==> config.mk <==
export PLATFORM = sky130hd
export DESIGN_NAME = input_conditioner
export DESIGN_NICKNAME = d
export VERILOG_FILES = /design/src/rtl/ece385_input_pkg.sv /design/src/rtl/debounce_cell.sv /design/src/rtl/input_conditioner.sv
export SDC_FILE = /design/constraint.sdc
export NUM_CORES = 1
export LEC_CHECK = 0
export BUFFER_PORTS_ARGS = -buffer_cell sky130_fd_sc_hd__buf_2
export CAP_MARGIN = 25
export CORE_MARGIN = 8
export CORE_UTILIZATION = 59
export DETAILED_ROUTE_END_ITERATION = 16
export HOLD_SLACK_MARGIN = 0.15
export PLACE_DENSITY = 0.75
export SLEW_MARGIN = 20
export SYNTH_ARGS = -nofsm -noshare
export SYNTH_HDL_FRONTEND = slang
export SYNTH_HIERARCHICAL = 1
export SYNTH_SLANG_ARGS = --single-unit
==> constraint.sdc <==
create_clock -name Clk -period 1.99 [get_ports Clk]
set_input_delay 0.2985 -clock Clk [delete_from_list [all_inputs] [get_ports Clk]]
set_output_delay 0.2985 -clock Clk [all_outputs]
set_load 0.05 [all_outputs]
==> src/rtl/ece385_input_pkg.sv <==
// Shared types and channel indices for the board input front-end.
// The debounce FSM encoding lives here so every channel and checker uses one definition.
package ece385_input_pkg;

  typedef enum logic [1:0] {
    S_LOW  = 2'd0,
    S_RISE = 2'd1,
    S_HIGH = 2'd2,
    S_FALL = 2'd3
  } db_state_t;

  localparam int BTN_RUN = 0;
  localparam int BTN_RLC = 1;

endpackage

==> src/rtl/debounce_cell.sv <==
// One button channel: two-flop synchronizer, four-state debounce FSM,
// run-length counter and registered level/rising-edge pulse.
module debounce_cell
  import ece385_input_pkg::*;
#(
  parameter int DEBOUNCE_CYCLES = 100000
) (
  input  logic Clk,
  input  logic Reset_n,
  input  logic btn_raw,
  output logic level,
  output logic pulse
);

  localparam int CW = (DEBOUNCE_CYCLES > 2) ? $clog2(DEBOUNCE_CYCLES) : 1;
  localparam logic [CW-1:0] CNT_LAST = CW'(DEBOUNCE_CYCLES - 1);
  localparam logic [CW-1:0] CNT_ONE  = CW'(1);

  logic          meta;
  logic          s;
  db_state_t     state, state_nx;
  logic [CW-1:0] cnt, cnt_nx;
  logic          level_nx;
  logic          pulse_nx;

  always_ff @(posedge Clk or negedge Reset_n) begin
    if (!Reset_n) begin
      meta <= 1'b0;
      s    <= 1'b0;
    end else begin
      meta <= btn_raw;
      s    <= meta;
    end
  end

  // The counter is cleared on every accepted transition and on every bounce,
  // so it never needs to count past DEBOUNCE_CYCLES-1.
  always_comb begin
    state_nx = state;
    cnt_nx   = cnt;
    level_nx = level;
    pulse_nx = 1'b0;
    unique case (state)
      S_LOW: begin
        level_nx = 1'b0;
        cnt_nx   = '0;
        if (s) begin
          state_nx = S_RISE;
          cnt_nx   = CNT_ONE;
        end
      end
      S_RISE: begin
        if (!s) begin
          state_nx = S_LOW;
          cnt_nx   = '0;
        end else if (cnt == CNT_LAST) begin
          state_nx = S_HIGH;
          cnt_nx   = '0;
          level_nx = 1'b1;
          pulse_nx = 1'b1;
        end else begin
          cnt_nx = cnt + CNT_ONE;
        end
      end
      S_HIGH: begin
        level_nx = 1'b1;
        cnt_nx   = '0;
        if (!s) begin
          state_nx = S_FALL;
          cnt_nx   = CNT_ONE;
        end
      end
      S_FALL: begin
        if (s) begin
          state_nx = S_HIGH;
          cnt_nx   = '0;
        end else if (cnt == CNT_LAST) begin
          state_nx = S_LOW;
          cnt_nx   = '0;
          level_nx = 1'b0;
        end else begin
          cnt_nx = cnt + CNT_ONE;
        end
      end
      default: begin
        state_nx = S_LOW;
        cnt_nx   = '0;
        level_nx = 1'b0;
      end
    endcase
  end

  always_ff @(posedge Clk or negedge Reset_n) begin
    if (!Reset_n) begin
      state <= S_LOW;
      cnt   <= '0;
      level <= 1'b0;
      pulse <= 1'b0;
    end else begin
      state <= state_nx;
      cnt   <= cnt_nx;
      level <= level_nx;
      pulse <= pulse_nx;
    end
  end

endmodule

==> src/rtl/input_conditioner.sv <==
// Board input front-end: debounced buttons (level + rising pulse) and
// two-flop synchronized switches, all registered in the Clk domain.
module input_conditioner
  import ece385_input_pkg::*;
#(
  parameter int NUM_BTN         = 2,
  parameter int SW_W            = 8,
  parameter int DEBOUNCE_CYCLES = 100000
) (
  input  logic               Clk,
  input  logic               Reset_n,
  input  logic [NUM_BTN-1:0] btn_i,
  input  logic [SW_W-1:0]    sw_i,
  output logic [NUM_BTN-1:0] btn_level_o,
  output logic [NUM_BTN-1:0] btn_pulse_o,
  output logic [SW_W-1:0]    sw_o
);

  logic [SW_W-1:0] sw_meta;

  // Switches are static configuration, so synchronizing without debounce is enough.
  always_ff @(posedge Clk or negedge Reset_n) begin
    if (!Reset_n) begin
      sw_meta <= '0;
      sw_o    <= '0;
    end else begin
      sw_meta <= sw_i;
      sw_o    <= sw_meta;
    end
  end

  for (genvar g = 0; g < NUM_BTN; g++) begin : g_btn
    debounce_cell #(
      .DEBOUNCE_CYCLES(DEBOUNCE_CYCLES)
    ) u_cell (
      .Clk    (Clk),
      .Reset_n(Reset_n),
      .btn_raw(btn_i[g]),
      .level  (btn_level_o[g]),
      .pulse  (btn_pulse_o[g])
    );
  end

endmodule

==> results.md, run 1 <==
- The number of antenna violations at the first check in global routing came to 0.
- After synthesis the netlist holds a flip-flop and latch count of 62.
- The type of destination of the critical path is a flop.
- The clock tree synthesis step divided the H-tree into 3 levels.
- The first-iteration detailed-routing DRC count is 123.
- The worst path in the final design needs a cycle of about 1.9 ns, including I/O delays and setup.
- The arrival time at the worst endpoint is about 2.1 ns.
- Entering global routing, the biggest net connects 63 pins.
- The power density over the cells is 1050 mW/mm^2.
- The run finished with clean final reports.
- Dividing the detail-routed wire length by the instance count gives ~15 microns.
- The first global-routing pass estimated just under 9000 microns of wire.
- Setup violations remaining at the end of the flow were counted as 0.
- In this run the worst path has a maximum fanout of 8.
- The maximum cell stage delay along the critical path is 0.39 ns.
- The number of failing hold endpoints at the final stage came to 0.
- Traced cell by cell, the critical path runs through ha_1 -> and4_1 -> nand4_2 -> o21ai_1 -> nand2_1 -> mux2_4.
- The vias per cell is ~5.5.
- The clock passes through at most 2 buffers.
- The effective utilization at floorplan is between 60% and 70%.
- The kind of critical path is flop to flop.
- Counting the fill cells in the layout gives between 300 and 400.
- At the end of routability-driven placement, the weighted congestion stood at about 0.84.
- The horizontal die dimension is about 85 microns.
- In this run the core area contains 25 standard-cell rows.
- The synthesized instance count is 254.
- The number of global-route vias before repair is 1919.
- The first-pass detailed-route iteration total is 4.
- TritonCTS built the clock tree.
- The number of placed instances, taps included is around 330.
- In the post-synthesis netlist, the biggest area contributors are sky130_fd_sc_hd__dfrtp_1, sky130_fd_sc_hd__nor2_1, sky130_fd_sc_hd__xnor2_1, sky130_fd_sc_hd__ha_1, sky130_fd_sc_hd__xor2_1.
- For this design, the slowest cell found on the critical path is sky130_fd_sc_hd__and4_1.
- The final route contains a little under 2000 vias.
- The analysis attributes to cell leakage a power of 1.46 nW.
- The most common cell after layout, fill and taps aside is sky130_fd_sc_hd__dfrtp_1.
- At the end of the flow, the number of nets in the layout was 324.
- After detailed routing, the number of remaining DRC violations is 0.
- For this run, the number of standard cells in the final layout without fillers is 359.
- The aggregate global routing overflow is 0.
- The peak clock frequency supported by timing is about 540 MHz.
- The final number of max-transition violations came to 0.
- The total negative slack for setup checks is 0 ns.
- The insertion delay of the later-clocked pin in the worst-skew pair is 0.34 ns.
- The vertical die dimension is roughly 85 microns.
- The actual slew at the worst max-slew pin is about 0.32 ns.
- The number of I/O pins is 24.
- Sequential cells were found to cover 55.3% of the synthesized design area.
- The number of antenna diodes in the final layout is 0.
- The class of the most critical hold timing path is flop to flop.
- The final wirelength is 5220 microns.
- The average instance area after synthesis is around 11 sq um.
- STA classifies the critical path startpoint as a flop.
- The leading area contributor after synthesis is sky130_fd_sc_hd__dfrtp_1.
- The library cells used most frequently in the layout, excluding fill and tap cells, are sky130_fd_sc_hd__dfrtp_1, sky130_fd_sc_hd__nor2_1, sky130_fd_sc_hd__buf_2, sky130_fd_sc_hd__nand2_1, sky130_fd_sc_hd__xnor2_1.
- Once detailed placement completed, the half-perimeter wirelength came to roughly 3500 microns.
- The clock-pin slew on the worst setup and hold paths is approximately 0.080 ns.
- Setup repair after global routing left no endpoint under its margin.
- After synthesis, the largest area contributor takes up between 50% and 60% of total cell area.
- The worst supply voltage drop on vdd is approximately 0.75 mV.
- The number of sinks driven by the clock tree is 62.
- The Yosys step of the flow raised 6 warnings.
- The fraction of final layout cells sized beyond drive strength 1 is between 10% and 20%.
- The net count after synthesis is roughly 280.
- Of the available clock period, the critical path in the final layout requires between 90% and 100%.
- Across the run, the number of max-cap violations was 0.
- The cell at the root of the clock tree is sky130_fd_sc_hd__clkbuf_8.
- The post-synthesis cell area is 0.00281 sq mm.
- The count of input and output buffers is 23.
- The growth of design area from synthesis to finish is 17.4%.
- The final worst clock skew is 0.00817 ns.
- The full die area is 0.00722 sq mm.
- The placeable core area is 0.00466 sq mm.
- The tightest hold path in the finished design has a slack of 0.344 ns.
- The remaining number of nets flagged by the antenna check after routing is 0.
- The worst pin sits at a relative slew slack of 78.4%.
- The number of clock buffers added by TritonCTS is 9.
- The count of different cell masters after synthesis is 32.
- The total routing resource utilization after global routing is roughly 16%.
- Data on the critical path is required at its endpoint by around 2.2 ns.
[final cells by class]
type                       count  area (sq um)  area share (%)
inverter                       8          30.0           0.912
tap                           54          67.6            2.05
clock inverter                 7          51.3            1.56
sequential                    62          1550            47.1
timing repair buffer          39           275            8.36
multi-input combinational    180          1190            36.2
clock buffer                   9           124            3.76
[worst max-delay path: cells and delay by family (launching register included)]
family / cells / cell delay [ns]
mux: 1 / 0.29
fa+ha+maj: 1 / 0.21
flops: 1 / 0.37
simple gates: 3 / 0.71
compound gates: 1 / 0.17
[power breakdown]
part / internal, mW / leakage, nW / switching [mW]
logic: 0.431 / 0.572 / 0.580
registers: 1.38 / 0.804 / 0.0993
clock network: 0.452 / 0.0852 / 0.509
total: 2.26 / 1.46 / 1.19
[final timing paths]
check / endpoint / slack (ns) / start / cells after the start
setup / recovery: g_btn[1].u_cell/level / 0.13 / g_btn[1].u_cell/cnt[0] / 6
hold / removal: sw_o[1] / 0.34 / sw_meta[1] / 0
setup reg to reg: g_btn[1].u_cell/level / 0.13 / g_btn[1].u_cell/cnt[0] / 6
hold reg to reg: sw_o[1] / 0.34 / sw_meta[1] / 0
max in group asynchronous: g_btn[0].u_cell/s / 1.21 / Reset_n / 3
min in group asynchronous: g_btn[1].u_cell/cnt[14] / 0.50 / Reset_n / 3
[stage by stage]
stage	cell area [sq um]	setup slack [ns]	utilization, %	total power [mW]
after detailed placement	3010	0.167	64.5	2.49
after global routing	3290	0.0584	70.6	3.66
final	3290	0.127	70.6	3.45
after CTS	3290	0.147	70.6	3.48
after floorplan	2810	0.374	-	2.21
after global placement	3010	0.231	64.5	2.46
[flip-flops by register name, summed over array words and instances (netlist names), named ones only]
signal              flops
g_btn.u_cell/level      2
sw_o                    8
g_btn.u_cell/meta       2
g_btn.u_cell/s          2
g_btn.u_cell/pulse      2
g_btn.u_cell/cnt       34
g_btn.u_cell/state      2
sw_meta                 8
[per-layer routing]
layer | global-route usage, % | wire [microns]
met4 | 5.83 | 65
met2 | 22.5 | 2320
met3 | 7.82 | 380
met5 | 0 | 0
met1 | 19.4 | 2460
[kinds of logic after synthesis]
| family | count (synthesis) | share of synthesized area (%) |
|---|---|---|
| mux | 2 | 1.07 |
| buf+inv | 12 | 2.23 |
| simple gates | 114 | 21.1 |
| fa+ha+maj | 12 | 5.35 |
| xor+xnor | 30 | 9.37 |
| flops | 62 | 55.3 |
| compound gates | 22 | 5.62 |
[synthesized netlist by cell type]
cell and count:
sky130_fd_sc_hd__o31ai_2 2, sky130_fd_sc_hd__nand2_1 20, sky130_fd_sc_hd__inv_1 8, sky130_fd_sc_hd__nand4_1 6, sky130_fd_sc_hd__o21ai_1 2, sky130_fd_sc_hd__nor2b_1 2
sky130_fd_sc_hd__xor2_1 12, sky130_fd_sc_hd__nor2_1 46, sky130_fd_sc_hd__and4bb_1 2, sky130_fd_sc_hd__ha_1 12, sky130_fd_sc_hd__a21oi_1 4, sky130_fd_sc_hd__a22o_1 2
sky130_fd_sc_hd__a21boi_1 2, sky130_fd_sc_hd__and4_1 4, sky130_fd_sc_hd__xnor2_1 18, sky130_fd_sc_hd__and3_1 6, sky130_fd_sc_hd__and4bb_2 2, sky130_fd_sc_hd__a31oi_1 2
sky130_fd_sc_hd__buf_2 2, sky130_fd_sc_hd__mux2_4 2, sky130_fd_sc_hd__nor4b_2 2, sky130_fd_sc_hd__dfrtp_1 62, sky130_fd_sc_hd__nand4_2 2, sky130_fd_sc_hd__nor3_1 6
sky130_fd_sc_hd__buf_6 2, sky130_fd_sc_hd__o21a_1 2, sky130_fd_sc_hd__o31ai_1 2, sky130_fd_sc_hd__o22ai_1 2, sky130_fd_sc_hd__nand3_1 12, sky130_fd_sc_hd__nor4_1 2
sky130_fd_sc_hd__a211oi_1 2, sky130_fd_sc_hd__nand2b_1 2
[what timing repair did]
item	in CTS	in global routing
endpoints found under the setup margin	0	2
buffers inserted	0	0
hold endpoints to repair	72	0
gates resized for setup	0	1
hold buffers	11	0
Note: power is estimated with default switching activity, not from simulation.
==> inputs of run 2 (changes only) <==
--- a/config.mk
+++ b/config.mk
@@ -12,6 +12,7 @@
 export DETAILED_ROUTE_END_ITERATION = 16
 export HOLD_SLACK_MARGIN = 0.15
 export PLACE_DENSITY = 0.75
+export SETUP_SLACK_MARGIN = 0.2
 export SLEW_MARGIN = 20
 export SYNTH_ARGS = -nofsm -noshare
 export SYNTH_HDL_FRONTEND = slang
==> constraint.sdc (replaced) <==
create_clock -name Clk -period 2 [get_ports Clk]
set_input_delay 0.3 -clock Clk [delete_from_list [all_inputs] [get_ports Clk]]
set_output_delay 0.3 -clock Clk [all_outputs]
set_load 0.05 [all_outputs]
==> results.md, run 2 (synthesized netlist as in run 1, its figures left out) <==
- The filler cell count in the final layout is 323 (-2.1%).
- The depth of the CTS H-tree was 3 (unchanged).
- The number of I/O pins came to 24 (unchanged).
- The required time reported for the critical path endpoint is 2.22 ns (about the same).
- The standard-cell row count was 25 (unchanged).
- The vias per cell is 5.46 (-1.4%).
- The maximum fanout encountered on the critical timing path is 8 (unchanged).
- The met3 capacity usage during global routing is 7.82% (unchanged).
- The critical path is of the flop to flop type.
- The final worst slack is 0.313 ns (+0.186 ns).
- The growth of design area from synthesis to finish is 18.6%.
- The post-place instance area is 0.00301 sq mm (unchanged).
- TritonCTS built the clock tree.
- The most common cell after layout, fill and taps aside is sky130_fd_sc_hd__dfrtp_1.
- The count of maximum capacitance violations is 0 (unchanged).
- The number of sinks driven by the clock tree is 62 (unchanged).
- The hold-critical path depth is 0 (unchanged).
- The path class of the tightest hold or removal check is flop to flop.
- The part of the cycle the worst path needs is 84.4% (-9.3 points).
- The layout net count was 324 (unchanged).
- The first-pass detailed-route iteration total came to 4 (unchanged).
- The final number of max-transition violations is 0 (unchanged).
- The register ranked first by flip-flop count is g_btn.u_cell/cnt.
- The number of global-route vias before repair is 1919 (unchanged).
- The vertical die dimension is 85.0 microns (unchanged).
- The flip-flop count of the largest register after layout is 34 (unchanged).
- The clock-pin slew on the worst setup and hold paths is 0.08 ns (about the same).
- The largest registers in the layout are g_btn.u_cell/cnt: 34 flops, sw_meta: 8 flops, sw_o: 8 flops.
- The worst setup path is captured at a flop.
- The net switching power of the design was 1.18 mW (-0.61%).
- The insertion delay of the later-clocked pin in the worst-skew pair is 0.34 ns (about the same).
- The total negative slack for setup checks is 0 ns (unchanged).
- The combinational cell fraction of total power is 29.6% (+0.3 points).
- The first-pass GRT wire length was 8840 microns (unchanged).
- The number of clock buffers inserted by TritonCTS is 9 (unchanged).
- The number of placed instances, taps included is 332 (unchanged).
- The area of the multi-input gates is 0.00123 sq mm (+2.9%).
- The startpoint type of the worst setup path is a flop.
- The launching point of the worst reg2reg path is g_btn[1].u_cell/cnt[0].
- The first-iteration detailed-routing DRC count came to 131 (+6.5%).
- The number of antenna violations at the first check in global routing is 0 (unchanged).
- Setup repair after global routing could not meet its margin everywhere.
- The aggregate global routing overflow came to 0 (unchanged).
- The count of cells along the worst register-to-register path is 6 (unchanged).
- The clock period minus final worst setup slack is 1.69 ns (-0.176 ns).
- The post-detailed-placement half-perimeter wirelength is 3470 microns (unchanged).
- The final wirelength is 5230 microns (+0.11%).
- The flow ran to the end, and the final reports show no timing, DRC or antenna violations.
- The share of total power in sequential cells is 42.7% (-0.2 points).
- The sequential cell area in the final layout came to 0.00155 sq mm (unchanged).
- The internal power contribution is 2.27 mW (about the same).
- The met1 global-route usage is 19.4% (unchanged).
- The effective utilization at floorplan is 60.2% (unchanged).
- The number of cells in the finished layout apart from fillers is 359 (unchanged).
- The per-cell routed wire length is 14.6 microns (+0.11%).
- The worst supply voltage drop on vdd is 0.744 mV (-0.50%).
- The met2 usage is 22.5% (unchanged).
- The final routed DRC violation total is 0 (unchanged).
- The detailed-route via count is 1961 (-1.4%).
- The horizontal die dimension is 85.0 microns (unchanged).
- In this run the most used layer during global routing was met2.
- The design area was 0.00333 sq mm (+1.1%).
- The number of failing hold endpoints at the final stage is 0 (unchanged).
- The number of setup violations in the final report is 0 (unchanged).
- The worst slew slack as a fraction of its limit is 75.8% (-2.7 points).
- The fraction of power consumed by the clock network is 27.7% (about the same).
- The power density over the cells is 1040 mW/mm^2 (-1.2%).
- The last weighted congestion value of the routability-driven placer came to 0.840 (unchanged).
- The fraction of final layout cells sized beyond drive strength 1 is 19.3% (+1.3 points).
- The full die area is 0.00722 sq mm (unchanged).
- The maximum clock path buffer count is 2 (unchanged).
- In the layout the commonest cells are sky130_fd_sc_hd__dfrtp_1, sky130_fd_sc_hd__nor2_1, sky130_fd_sc_hd__buf_2, sky130_fd_sc_hd__nand2_1, sky130_fd_sc_hd__xnor2_1.
- The count of input and output buffers is 23 (unchanged).
- The leakage power is 1.49 nW (+1.7%).
- The actual slew at the worst max-slew pin is 0.363 ns (+0.0394 ns).
- The setup slack after placement was 0.177 ns (+0.0100 ns).
- The number of inserted diodes is 0 (unchanged).
- The largest net degree at the start of global routing is 63 (unchanged).
- The peak clock frequency supported by timing was 593 MHz (+10%).
- The arrival time at the worst endpoint was 1.91 ns (-0.18 ns).
- The startpoint of the worst hold path is sw_meta[1].
- The placeable core area is 0.00466 sq mm (unchanged).
- The share of total power consumed by net switching is 34.3% (-0.16 points).
- The critical path launch point is g_btn[1].u_cell/cnt[0].
- The total routing resource utilization after global routing is 15.6% (unchanged).
- The cell sitting at the root of the clock tree is a sky130_fd_sc_hd__clkbuf_8.
- The final worst clock skew is 0.00974 ns (+0.00157 ns).
- The remaining number of nets flagged by the antenna check after routing came to 0 (unchanged).
## run 2: metal layers
layer	wire, microns	up-vias
li1	-	958
met1	2490	943
met2	2360	52
met3	336	8
met4	53	0
met5	0	-
## run 2: through the flow
stage / power (mW) / hold WS, ns / util, %
2_1_floorplan: 2.20 / 0.00441 / -
3_3_place_gp: 2.45 / 0.330 / 64.5
3_5_place_dp: 2.48 / 0.332 / 64.5
4_1_cts: 3.46 / 0.348 / 70.7
5_1_grt: 3.66 / 0.345 / 71.4
6_report: 3.45 / 0.343 / 71.4
## run 2: final timing paths
path	endpoint	slack, ns
worst max-delay path	g_btn[1].u_cell/level	0.31
worst min-delay path	sw_o[1]	0.34
worst max register to register	g_btn[1].u_cell/level	0.31
worst min register to register	sw_o[1]	0.34
max in group asynchronous	g_btn[0].u_cell/s	1.22
min in group asynchronous	g_btn[1].u_cell/cnt[14]	0.51
## run 2: final cells by class
type                       instances  share of cell area (%)
tap                               54                    2.03
inverter                           8                   0.903
timing repair buffer              39                    8.27
clock inverter                     7                    1.54
multi-input combinational        180                    36.9
clock buffer                       9                    3.72
sequential                        62                    46.6
## run 2: what timing repair did
item	in CTS	in global routing
hold endpoints to repair	72	0
resized for setup	2	7
hold buffers	11	0
buffers inserted	0	0
setup endpoints to repair	4	8
## run 2: critical path, cell delays in order (launching register included)
cell and delay, ns:
sky130_fd_sc_hd__dfrtp_1 0.37, sky130_fd_sc_hd__ha_1 0.22, sky130_fd_sc_hd__and4_4 0.31, sky130_fd_sc_hd__nand3_1 0.11, sky130_fd_sc_hd__o31ai_2 0.19, sky130_fd_sc_hd__nand2_1 0.09
sky130_fd_sc_hd__mux2_4 0.29
## run 2: power by group through the flow
stage               Clock, mW  Combinational (mW)  Sequential (mW)
floorplan                   0               0.628             1.57
global placement            0               0.958             1.49
detailed placement          0               0.983             1.49
CTS                     0.987                1.00             1.47
global route             1.05                1.13             1.49
finish                  0.953                1.02             1.47
